### src/rtl/div_unit.sv
// ============================================================================
//  Module   : div_unit (with support package div_unit_pkg)
//  Purpose  : Iterative radix-2 restoring integer divider for the LEN5
//             execution pipeline. Executes DIV/DIVU/REM/REMU and the RV64
//             word forms. It accepts one operation at a time, flags
//             divide-by-zero and signed overflow at accept time, and has
//             valid/ready handshakes on both sides plus a synchronous flush.
//  Ports    :
//    clk_i, rst_i              clock, synchronous active-high reset
//    flush_i                   discard any in-flight or unconsumed operation
//    issue_valid_i/ready_o     operation handshake from the reservation station
//    ctl_i                     [1:0] op (DIV,DIVU,REM,REMU), [2] word mode
//    rs1_i, rs2_i              dividend, divisor
//    entry_idx_i/o             reservation station tag in / out
//    res_valid_o/ready_i       result handshake towards the CDB arbiter
//    result_o                  quotient or remainder
//    except_raised_o/code_o    constant: division never traps
//  Revision : 1.0 - initial release
// ============================================================================
`default_nettype none

package div_unit_pkg;
    typedef enum logic [4:0] {
        E_INSTR_ADDR_MISALIGNED = 5'h00,
        E_INSTR_ACCESS_FAULT    = 5'h01,
        E_ILLEGAL_INSTRUCTION   = 5'h02,
        E_BREAKPOINT            = 5'h03,
        E_UNKNOWN               = 5'h1f
    } except_code_t;
endpackage

module div_unit
    import div_unit_pkg::*;
#(
    parameter int XLEN       = 64,
    parameter int RS_DEPTH   = 4,
    parameter int EU_CTL_LEN = 4
) (
    input  logic                        clk_i,
    input  logic                        rst_i,
    input  logic                        flush_i,
    input  logic                        issue_valid_i,
    output logic                        issue_ready_o,
    input  logic [EU_CTL_LEN-1:0]       ctl_i,
    input  logic [XLEN-1:0]             rs1_i,
    input  logic [XLEN-1:0]             rs2_i,
    input  logic [$clog2(RS_DEPTH)-1:0] entry_idx_i,
    output logic                        res_valid_o,
    input  logic                        res_ready_i,
    output logic [$clog2(RS_DEPTH)-1:0] entry_idx_o,
    output logic [XLEN-1:0]             result_o,
    output logic                        except_raised_o,
    output except_code_t                except_code_o
);

    localparam int IDX_W = $clog2(RS_DEPTH);
    localparam int CNT_W = $clog2(XLEN);

    typedef enum logic [1:0] {
        S_IDLE = 2'd0,
        S_BUSY = 2'd1,
        S_DONE = 2'd2
    } state_t;

    state_t            state_q, state_d;
    logic              issue_ready_q, issue_ready_d;
    logic              res_valid_q, res_valid_d;
    logic [XLEN-1:0]   res_q, res_d;
    logic [IDX_W-1:0]  idx_q, idx_d;
    logic              is_rem_q, is_rem_d;
    logic              is_w_q, is_w_d;
    logic              neg_quo_q, neg_quo_d;
    logic              neg_rem_q, neg_rem_d;
    logic [XLEN-1:0]   divisor_q, divisor_d;
    // Shift register: dividend bits leave at the MSB while quotient bits
    // enter at the LSB, so one register serves both purposes.
    logic [XLEN-1:0]   quot_q, quot_d;
    logic [XLEN-1:0]   rem_q, rem_d;
    logic [CNT_W-1:0]  cnt_q, cnt_d;

    // ------------------------------------------------------------------
    // Operand decode and preparation (evaluated on the raw inputs)
    // ------------------------------------------------------------------
    logic            w_signed, w_is_rem, w_word;
    logic [XLEN-1:0] w_a_ext, w_b_ext, w_a_mag, w_b_mag, w_min_neg;
    logic            w_a_neg, w_b_neg, w_div_zero, w_ovf, w_fast;
    logic [XLEN-1:0] w_fast_raw, w_fast_res;
    logic            w_unused_ctl;

    assign w_signed = ~ctl_i[0];
    assign w_is_rem = ctl_i[1];
    assign w_word   = ctl_i[2];
    assign w_unused_ctl = ^ctl_i[EU_CTL_LEN-1:3];

    always_comb begin
        w_a_ext = rs1_i;
        w_b_ext = rs2_i;
        if (w_word) begin
            w_a_ext = {{(XLEN-32){w_signed & rs1_i[31]}}, rs1_i[31:0]};
            w_b_ext = {{(XLEN-32){w_signed & rs2_i[31]}}, rs2_i[31:0]};
        end
    end

    assign w_a_neg = w_signed & w_a_ext[XLEN-1];
    assign w_b_neg = w_signed & w_b_ext[XLEN-1];
    // The magnitude of the most-negative value is still correct when read
    // as unsigned, so no special case is needed here.
    assign w_a_mag = w_a_neg ? (~w_a_ext + 1'b1) : w_a_ext;
    assign w_b_mag = w_b_neg ? (~w_b_ext + 1'b1) : w_b_ext;

    // Most-negative value of the active width, after extension to XLEN.
    assign w_min_neg = w_word ? {{(XLEN-31){1'b1}}, {31{1'b0}}}
                              : {1'b1, {(XLEN-1){1'b0}}};

    assign w_div_zero = (w_b_ext == '0);
    assign w_ovf      = w_signed && (w_b_ext == '1) && (w_a_ext == w_min_neg);
    assign w_fast     = w_div_zero | w_ovf;

    always_comb begin
        if (w_div_zero) begin
            w_fast_raw = w_is_rem ? w_a_ext : '1;
        end else begin
            w_fast_raw = w_is_rem ? '0 : w_a_ext;
        end
        w_fast_res = w_fast_raw;
        if (w_word) begin
            w_fast_res = {{(XLEN-32){w_fast_raw[31]}}, w_fast_raw[31:0]};
        end
    end

    // ------------------------------------------------------------------
    // One restoring-division step
    // ------------------------------------------------------------------
    logic [XLEN:0]   w_rem_shift;
    logic [XLEN+1:0] w_diff;
    logic            w_q_bit;
    logic [XLEN-1:0] w_rem_next, w_quot_next;
    logic [XLEN-1:0] w_quo_fin, w_rem_fin, w_sel, w_final;

    assign w_rem_shift = {rem_q, quot_q[XLEN-1]};
    assign w_diff      = {1'b0, w_rem_shift} - {2'b00, divisor_q};
    assign w_q_bit     = ~w_diff[XLEN+1];
    // The kept partial remainder is always below the divisor, so it fits
    // in XLEN bits even though the shifted value needs one more.
    assign w_rem_next  = w_q_bit ? w_diff[XLEN-1:0] : w_rem_shift[XLEN-1:0];
    assign w_quot_next = {quot_q[XLEN-2:0], w_q_bit};

    assign w_quo_fin = neg_quo_q ? (~w_quot_next + 1'b1) : w_quot_next;
    assign w_rem_fin = neg_rem_q ? (~w_rem_next + 1'b1) : w_rem_next;
    assign w_sel     = is_rem_q ? w_rem_fin : w_quo_fin;
    assign w_final   = is_w_q ? {{(XLEN-32){w_sel[31]}}, w_sel[31:0]} : w_sel;

    // ------------------------------------------------------------------
    // Next-state logic
    // ------------------------------------------------------------------
    always_comb begin
        state_d       = state_q;
        issue_ready_d = issue_ready_q;
        res_valid_d   = res_valid_q;
        res_d         = res_q;
        idx_d         = idx_q;
        is_rem_d      = is_rem_q;
        is_w_d        = is_w_q;
        neg_quo_d     = neg_quo_q;
        neg_rem_d     = neg_rem_q;
        divisor_d     = divisor_q;
        quot_d        = quot_q;
        rem_d         = rem_q;
        cnt_d         = cnt_q;

        unique case (state_q)
            S_IDLE: begin
                if (issue_valid_i && issue_ready_q) begin
                    idx_d         = entry_idx_i;
                    is_rem_d      = w_is_rem;
                    is_w_d        = w_word;
                    neg_quo_d     = w_a_neg ^ w_b_neg;
                    neg_rem_d     = w_a_neg;
                    divisor_d     = w_b_mag;
                    rem_d         = '0;
                    // Word mode runs 32 steps, so the dividend starts
                    // left-aligned to feed its bit 31 first.
                    quot_d        = w_word ? {w_a_mag[31:0], {(XLEN-32){1'b0}}}
                                           : w_a_mag;
                    cnt_d         = w_word ? CNT_W'(31) : CNT_W'(XLEN-1);
                    issue_ready_d = 1'b0;
                    if (w_fast) begin
                        state_d     = S_DONE;
                        res_d       = w_fast_res;
                        res_valid_d = 1'b1;
                    end else begin
                        state_d     = S_BUSY;
                    end
                end
            end
            S_BUSY: begin
                quot_d = w_quot_next;
                rem_d  = w_rem_next;
                cnt_d  = cnt_q - 1'b1;
                if (cnt_q == '0) begin
                    state_d     = S_DONE;
                    res_d       = w_final;
                    res_valid_d = 1'b1;
                end
            end
            S_DONE: begin
                if (res_ready_i) begin
                    state_d       = S_IDLE;
                    res_valid_d   = 1'b0;
                    issue_ready_d = 1'b1;
                end
            end
            default: begin
                state_d       = S_IDLE;
                res_valid_d   = 1'b0;
                issue_ready_d = 1'b1;
            end
        endcase

        // Flush overrides any handshake in the same cycle.
        if (flush_i) begin
            state_d       = S_IDLE;
            res_valid_d   = 1'b0;
            issue_ready_d = 1'b1;
        end
    end

    always_ff @(posedge clk_i) begin
        if (rst_i) begin
            state_q       <= S_IDLE;
            issue_ready_q <= 1'b1;
            res_valid_q   <= 1'b0;
            res_q         <= '0;
            idx_q         <= '0;
            is_rem_q      <= 1'b0;
            is_w_q        <= 1'b0;
            neg_quo_q     <= 1'b0;
            neg_rem_q     <= 1'b0;
            divisor_q     <= '0;
            quot_q        <= '0;
            rem_q         <= '0;
            cnt_q         <= '0;
        end else begin
            state_q       <= state_d;
            issue_ready_q <= issue_ready_d;
            res_valid_q   <= res_valid_d;
            res_q         <= res_d;
            idx_q         <= idx_d;
            is_rem_q      <= is_rem_d;
            is_w_q        <= is_w_d;
            neg_quo_q     <= neg_quo_d;
            neg_rem_q     <= neg_rem_d;
            divisor_q     <= divisor_d;
            quot_q        <= quot_d;
            rem_q         <= rem_d;
            cnt_q         <= cnt_d;
        end
    end

    assign issue_ready_o   = issue_ready_q;
    assign res_valid_o     = res_valid_q;
    assign result_o        = res_q;
    assign entry_idx_o     = idx_q;
    assign except_raised_o = 1'b0;
    assign except_code_o   = E_UNKNOWN;

endmodule

`default_nettype wire
### config.mk
export PLATFORM = sky130hd
export DESIGN_NAME = div_unit
export DESIGN_NICKNAME = d
export VERILOG_FILES = /design/src/rtl/div_unit.sv
export SDC_FILE = /design/constraint.sdc
export NUM_CORES = 1
export LEC_CHECK = 0
export CELL_PAD_IN_SITES_DETAIL_PLACEMENT = 1
export CELL_PAD_IN_SITES_GLOBAL_PLACEMENT = 1
export CORE_ASPECT_RATIO = 1.4
export CORE_UTILIZATION = 24
export CTS_CLUSTER_SIZE = 20
export DETAILED_ROUTE_END_ITERATION = 6
export PLACE_DENSITY = 0.59
export REMOVE_ABC_BUFFERS = 1
export SLEW_MARGIN = 20
export SYNTH_ARGS = -nofsm -noshare
export SYNTH_HDL_FRONTEND = slang
export SYNTH_SLANG_ARGS = --single-unit
### constraint.sdc
create_clock -name clk_i -period 7.05 [get_ports clk_i]
set_input_delay 2.115 -clock clk_i [delete_from_list [all_inputs] [get_ports clk_i]]
set_output_delay 2.115 -clock clk_i [all_outputs]
set_load 0.005 [all_outputs]
### After elaboration in Yosys (flattened, before gate mapping)

Index checks and enable logic that the tools add are counted.

* eq/ne operators: 8
* bitwise operators: 13
* reduce and logical (&&, ||, !) cells: 14
* multiplexer cells: 39
* $add $sub $neg: 6

Operator list (number)
* $mux 64: 19
* $pmux 64 s2: 3
* $add 64x1->64 const B: 4
* $not 64->64: 4
* $sub 65x64->66: 1
* $eq 64x64->1: 1
* $eq 64x64->1 const B: 1
* $logic_not 64->1: 1
* $mux 63: 1
* $mux 6: 2
* $pmux 6 s2: 1
* $mux 2: 4
* $ne 2x2->1 const B: 4
* $reduce_and 4->1: 2
* $logic_not 6->1: 1
* $mux 1: 6
* $pmux 1 s3: 2
* $pmux 2 s3: 1
* $reduce_and 3->1: 2
* $sub 6x1->6 const B: 1
* $and 1x1->1: 4
* $reduce_and 2->1: 2
* $logic_and 1x1->1: 3
* $not 1->1: 3
* other kinds (7): 7

* register bits after elaboration: 272
* bits of input ports: 139
* output and inout bits: 74
* word-level logic and storage cells: 93

### Longest topological paths before layout

* depth after elaboration: 10
* gate-level depth with buffers: 28
* depth with buffers taken out: 23

### Worst setup path before layout

OpenSTA, ideal clock, no wires.

* kind: reg-to-reg
* from: reg divisor_q[19]
* to: reg res_q[60], in the netlist result_o[60]
* buffers on the path: 6
* arrival: 5.886 ns
* path slack: 1.042 ns
* cell stages (with the launch flop): 27
* library setup time: 0.123 ns
* clock period less this slack: 6.008 ns
* data required time: 6.927 ns
* cells stage by stage: dfxtp_1 > inv_1 > ha_1 > buf_2 > nand2_1 > o21a_1 > o21bai_2 > a21oi_1 > o21bai_1 > o2111ai_2 > nand2_4 > buf_2 > buf_2 > buf_2 > buf_2 > buf_2 > mux2i_1 > ha_1 > inv_1 > or4_1 > o41ai_1 > nand3b_1 > or2_1 > or3_1 > o311a_1 > o211ai_1 > nand2_1

* word-level cells in the longest chain between the ends: 9
* elaborated cells between the ends (all ways): 13
* classes of those cells: add/sub (3); mux (7); bitwise (3)

Ends and longest elaborated chain
* start: declaration: line 74 `logic [XLEN-1:0] divisor_q, divisor_d;`
* start signal: assignment: line 253 `divisor_q <= divisor_d;`
* $sub 65x64->66 *: line 141 `assign w_diff = {1'b0, w_rem_shift} - {2'b00, divisor_q};`
* $mux 64 / $not 1->1 (equally long branches): line 145, 142
* $not 64->64, on equally long branches: line 149, 148
* $add 64x1->64, on equally long branches: line 149, 148
* $mux 64, on equally long branches: line 149, 148
* $mux 64 *: line 150 `assign w_sel = is_rem_q ? w_rem_fin : w_quo_fin;`
* $mux 64 *: line 151 `assign w_final = is_w_q ? {{(XLEN-32){w_sel[31]}}, w_sel[31:0]} : w_sel;`
* $mux 64 *: line 200 `if (cnt_q == '0) begin`
* $pmux 64 s2 *: line 171 `unique case (state_q)`
* end signal: assignment: line 247 `res_q <= res_d;`
* end: declaration: line 68 `logic [XLEN-1:0] res_q, res_d;`

Every way passes the cells marked *; elsewhere a longest branch is shown, timed or not. The select of a mux whose other input is x is not followed.
A chain may end at the register's enable or synchronous reset.

### Worst setup path in the final report

* from: in rs1_i[10]
* to: reg res_q[55], in the netlist result_o[55]

* word-level cells in the longest chain between the ends: 6

Ends and longest elaborated chain
* start: declaration: line 45 `input logic [XLEN-1:0] rs1_i,`
* $mux 64: line 98 `if (w_word) begin`
* $eq 64x64->1: line 116 `assign w_ovf = w_signed && (w_b_ext == '1) && (w_a_ext == w_min_neg);`
* $logic_and 1x1->1: line 116
* $or 1x1->1: line 117 `assign w_fast = w_div_zero | w_ovf;`
* $ne 2x2->1 (no line)
* $reduce_and 4->1 (no line)

No other way between the ends.

==> results.md <==
* Core Footprint at between 100,000 and 150,000 µm²
* Root Buffer: clkbuf_16
* Antenna violations before repair at 9
* CP Data Required Time at around 7500 ps
* Startpoint types: input port
* Vias per cell at 5.55
* Post-layout minimum cycle time at 6210 ps
* Dpl hpwl at 96,400 µm
* Initial Util at 0.243
* DIE WIDTH at around 270 µm
* Cell chain of the critical path: clkdlybuf4s50_1, or4_1, nor4_1, nand2b_1, or3_1, nor2_1, and2_1, nand2_1, a31oi_4, nand2_1, a21oi_2, a21boi_0, o32ai_1
* CTS Buf Count at 36
* Logic pwr share at 0.287
* Max clock buf depth at 3
* Pins Over Slew Limit at 0
* Final core occ at 0.291
* CTS Sinks at ~270
* Post-CTS Resized at 0
* Grt ovf at 0
* WL met1 at between 40,000 and 50,000 µm
* Crit path kind: input port to flop
* EDFF count, synth at 0
* Reg power frac at 0.324
* Largest delay share family, worst path: simple AND/OR/NAND/NOR gates
* Sequential share of the synthesized area at 0.222
* Max-cap violations at 0
* Final setup fails at 0
* Peak supply drop at 135 µV
* Syn. warnings at 0
* Commonest non-fill, non-tap cells in the layout: nor2_1 (506), nand2_1 (426), a21oi_1 (322), dfxtp_1 (269), o21ai_0 (262)
* Slowest cell delay on critical path at ~640 ps
* Cell area after synthesis at around 25,000 µm²
* Layout cells sized above 1 at 0.0619
* Htree depth at 2
* Seq cells post-synth at 272
* Hold Fails Final Rpt at 0
* Final Skew at around 25 ps
* Crit path buffers/inverters at 1
* Sw Pwr at between 1.5 and 2 mW
* Cells on worst reg2reg path at 18
* Power per cell area at ~180 nW/µm²
* DP Area at 28,200 µm²
* Yosys cell types at 96
* Hold Path Cell Cnt at 2
* Area growth from synthesis to layout at 19.9%
* Rows at roughly 140
* Pleak at 10.5 nW
* Switching Share at 0.368
* Asr flop ratio synth at 0
* Fmax at about 0.16 GHz
* Hold Crit Class: flop to flop
* Total GRT Usage at 0.236
* Vias in the first global route at ~29,000
* Skew-Pair Late Insertion Delay at between 600 and 700 ps
* Worst path most repeated cell: nand2_1
* Setup TNS at 0 ps
* Total wire length at roughly 130,000 µm
* Commonest non-fill, non-tap cell in the layout: nor2_1
* Critical path fanouts, max at 8
* Post-Syn Instances at ~3,600
* Final GP Congestion at ~0.93
* Main synth FF type: dfxtp_1
* Vias post-DR at ~28,000
* RSZ-0062 raised after global routing: no
* Critical Path Stages at 13
* Cts hold-fix bufs at 0
* Post-DRT Antenna Nets at 0
* Worst Max-Slew Pin Slew at 1150 ps
* Mean post-synth cell area at slightly below 7 µm²
* Die ar. at a little over 100,000 µm²
* Post-route cell area at a little under 30,000 µm²
* Number of remaining DRC errors at 0
* Internal power at approximately 3.3 mW
* Clock power share at 0.389
* WP data arrival at 6660 ps
* TritonRoute pass-1 iters at 5
* WL/cell at between 20 and 25 µm
* I/O Buffers at 205
* Die Span Y at about 380 µm
* Status: complete, no violations
* First-pass GRT wire length at 186,000 µm
* Met3 Routed Length at 4770 µm
* Worst rel slew slack at 0.231
* Setup Buffers After CTS at 0
* Metal2 WL at a little over 60,000 µm
* Starting DRC count in detailed routing at roughly 1,600
* Final period util at 0.880
* Clock-pin slew on the worst setup and hold paths at ~60 ps
* TritonCTS clock tree: done
* Max stage delay cell, worst path: or4_1
* Final nets at around 4,000
* Largest net degree at the start of global routing at between 100 and 150
* Max layer used: met5
* I/O Pins at around 210
* Worst setup EP type: flop
[Yosys cell counts, drive strengths merged (12+ instances only)]
master	n	area, µm²
a21o	19	143
o211ai	38	285
or4	24	184
a211oi	100	761
o21a	19	143
xnor2	145	1270
mux2i	43	430
xor2	121	1060
a21oi	327	1650
or2	20	125
a221oi	13	120
a22oi	62	465
nor4	56	365
nand2	427	1610
and2	16	100
nand3	75	375
nor3	99	495
o21ai	278	1400
inv	108	405
buf	45	218
nand4	48	300
nand2b	34	220
o31ai	55	418
a311oi	30	263
or3	41	257
o41ai	27	263
nor2	512	1920
nor2b	15	93.8
a2111oi	12	111
a31oi	49	307
dfxtp	272	5450
clkbuf	213	800
mux2	13	150
and3	21	131
ha	71	888
[layout make-up]
class / instances / area [µm²]
diodes: 5 / 12.5
clock buffers: 49 / 1050
clock inverters: 15 / 190
fillers: 12679 / 71700
inverters: 109 / 409
multi-input cells: 2971 / 17800
flip-flops and latches: 272 / 5450
well taps: 1330 / 1660
repair buffers: 302 / 2870
[power groups by stage]
| stage | Clock [mW] | Sequential [mW] | Combinational (mW) |
|---|---|---|---|
| 2_1_floorplan | 0 | 1.72 | 0.836 |
| 3_3_place_gp | 0 | 1.74 | 1.47 |
| 3_5_place_dp | 0 | 1.74 | 1.49 |
| 4_1_cts | 2.09 | 1.70 | 1.50 |
| 5_1_grt | 2.14 | 1.72 | 1.63 |
| 6_report | 2.05 | 1.71 | 1.51 |
[metrics by stage]
| step | power, mW | setup slack, ps | std cells | hold WS, ps |
|---|---|---|---|---|
| final | 5.26 | 844 | 5053 | 455 |
| after global routing | 5.48 | 598 | 5050 | 481 |
| after CTS | 5.30 | 969 | 5048 | 456 |
| after detailed placement | 3.23 | 365 | 4984 | 445 |
| after global placement | 3.21 | 440 | 4981 | 439 |
| after floorplan | 2.55 | -7150 | 3352 | 426 |
[worst reg2reg max path, cell delays in order, from the launching register on]
cell and delay (ps):
dfxtp_1 420, inv_1 100, ha_1 180, inv_1 60, fa_1 400, a21o_1 230, a221oi_2 430, o21a_1 180
xor2_1 310, nand4_1 220, or4_1 640, nor4_1 200, nand4_1 240, a211o_1 380, mux2_2 290, and3_1 420
a21oi_2 700, a21boi_0 370, o32ai_1 120
[cell families (layout without fill, tap and decap cells)]
group | after synthesis | count (layout) | synth area share
adders and majority gates | 74 | 74 | 0.0378
other | 2 | 11 | 0.000306
xor gates and xnor gates | 266 | 266 | 0.0949
muxes | 56 | 56 | 0.0236
DFF | 272 | 272 | 0.222
buffers and inverters | 367 | 475 | 0.0581
and+or+nand+nor | 1417 | 1417 | 0.261
AOI/OAI and AO/OA | 1152 | 1152 | 0.302
[sequential cells by signal, indices dropped and copies added, names as in the netlist]
signal         cells
is_rem_q           1
result_o          64
quot_q            64
cnt_q              6
entry_idx_o        2
rem_q             64
res_valid_o        1
issue_ready_o      1
is_w_q             1
state_q            2
neg_rem_q          1
divisor_q         64
neg_quo_q          1
[worst paths after layout]
kind | startpoint | end | slack, ps
worst min-delay path | divisor_q[60] | divisor_q[60] | 460
worst max-delay path | rs1_i[10] | result_o[55] | 840
worst min register to register | divisor_q[60] | divisor_q[60] | 460
worst max register to register | quot_q[63] | result_o[55] | 1040
[layer usage]
metal	GRT usage	vias up
met1	0.269	13856
li1	-	13235
met3	0.0256	268
met4	0.141	6
met5	0	-
met2	0.420	674
No activity file was read; power rests on OpenSTA's default activity.
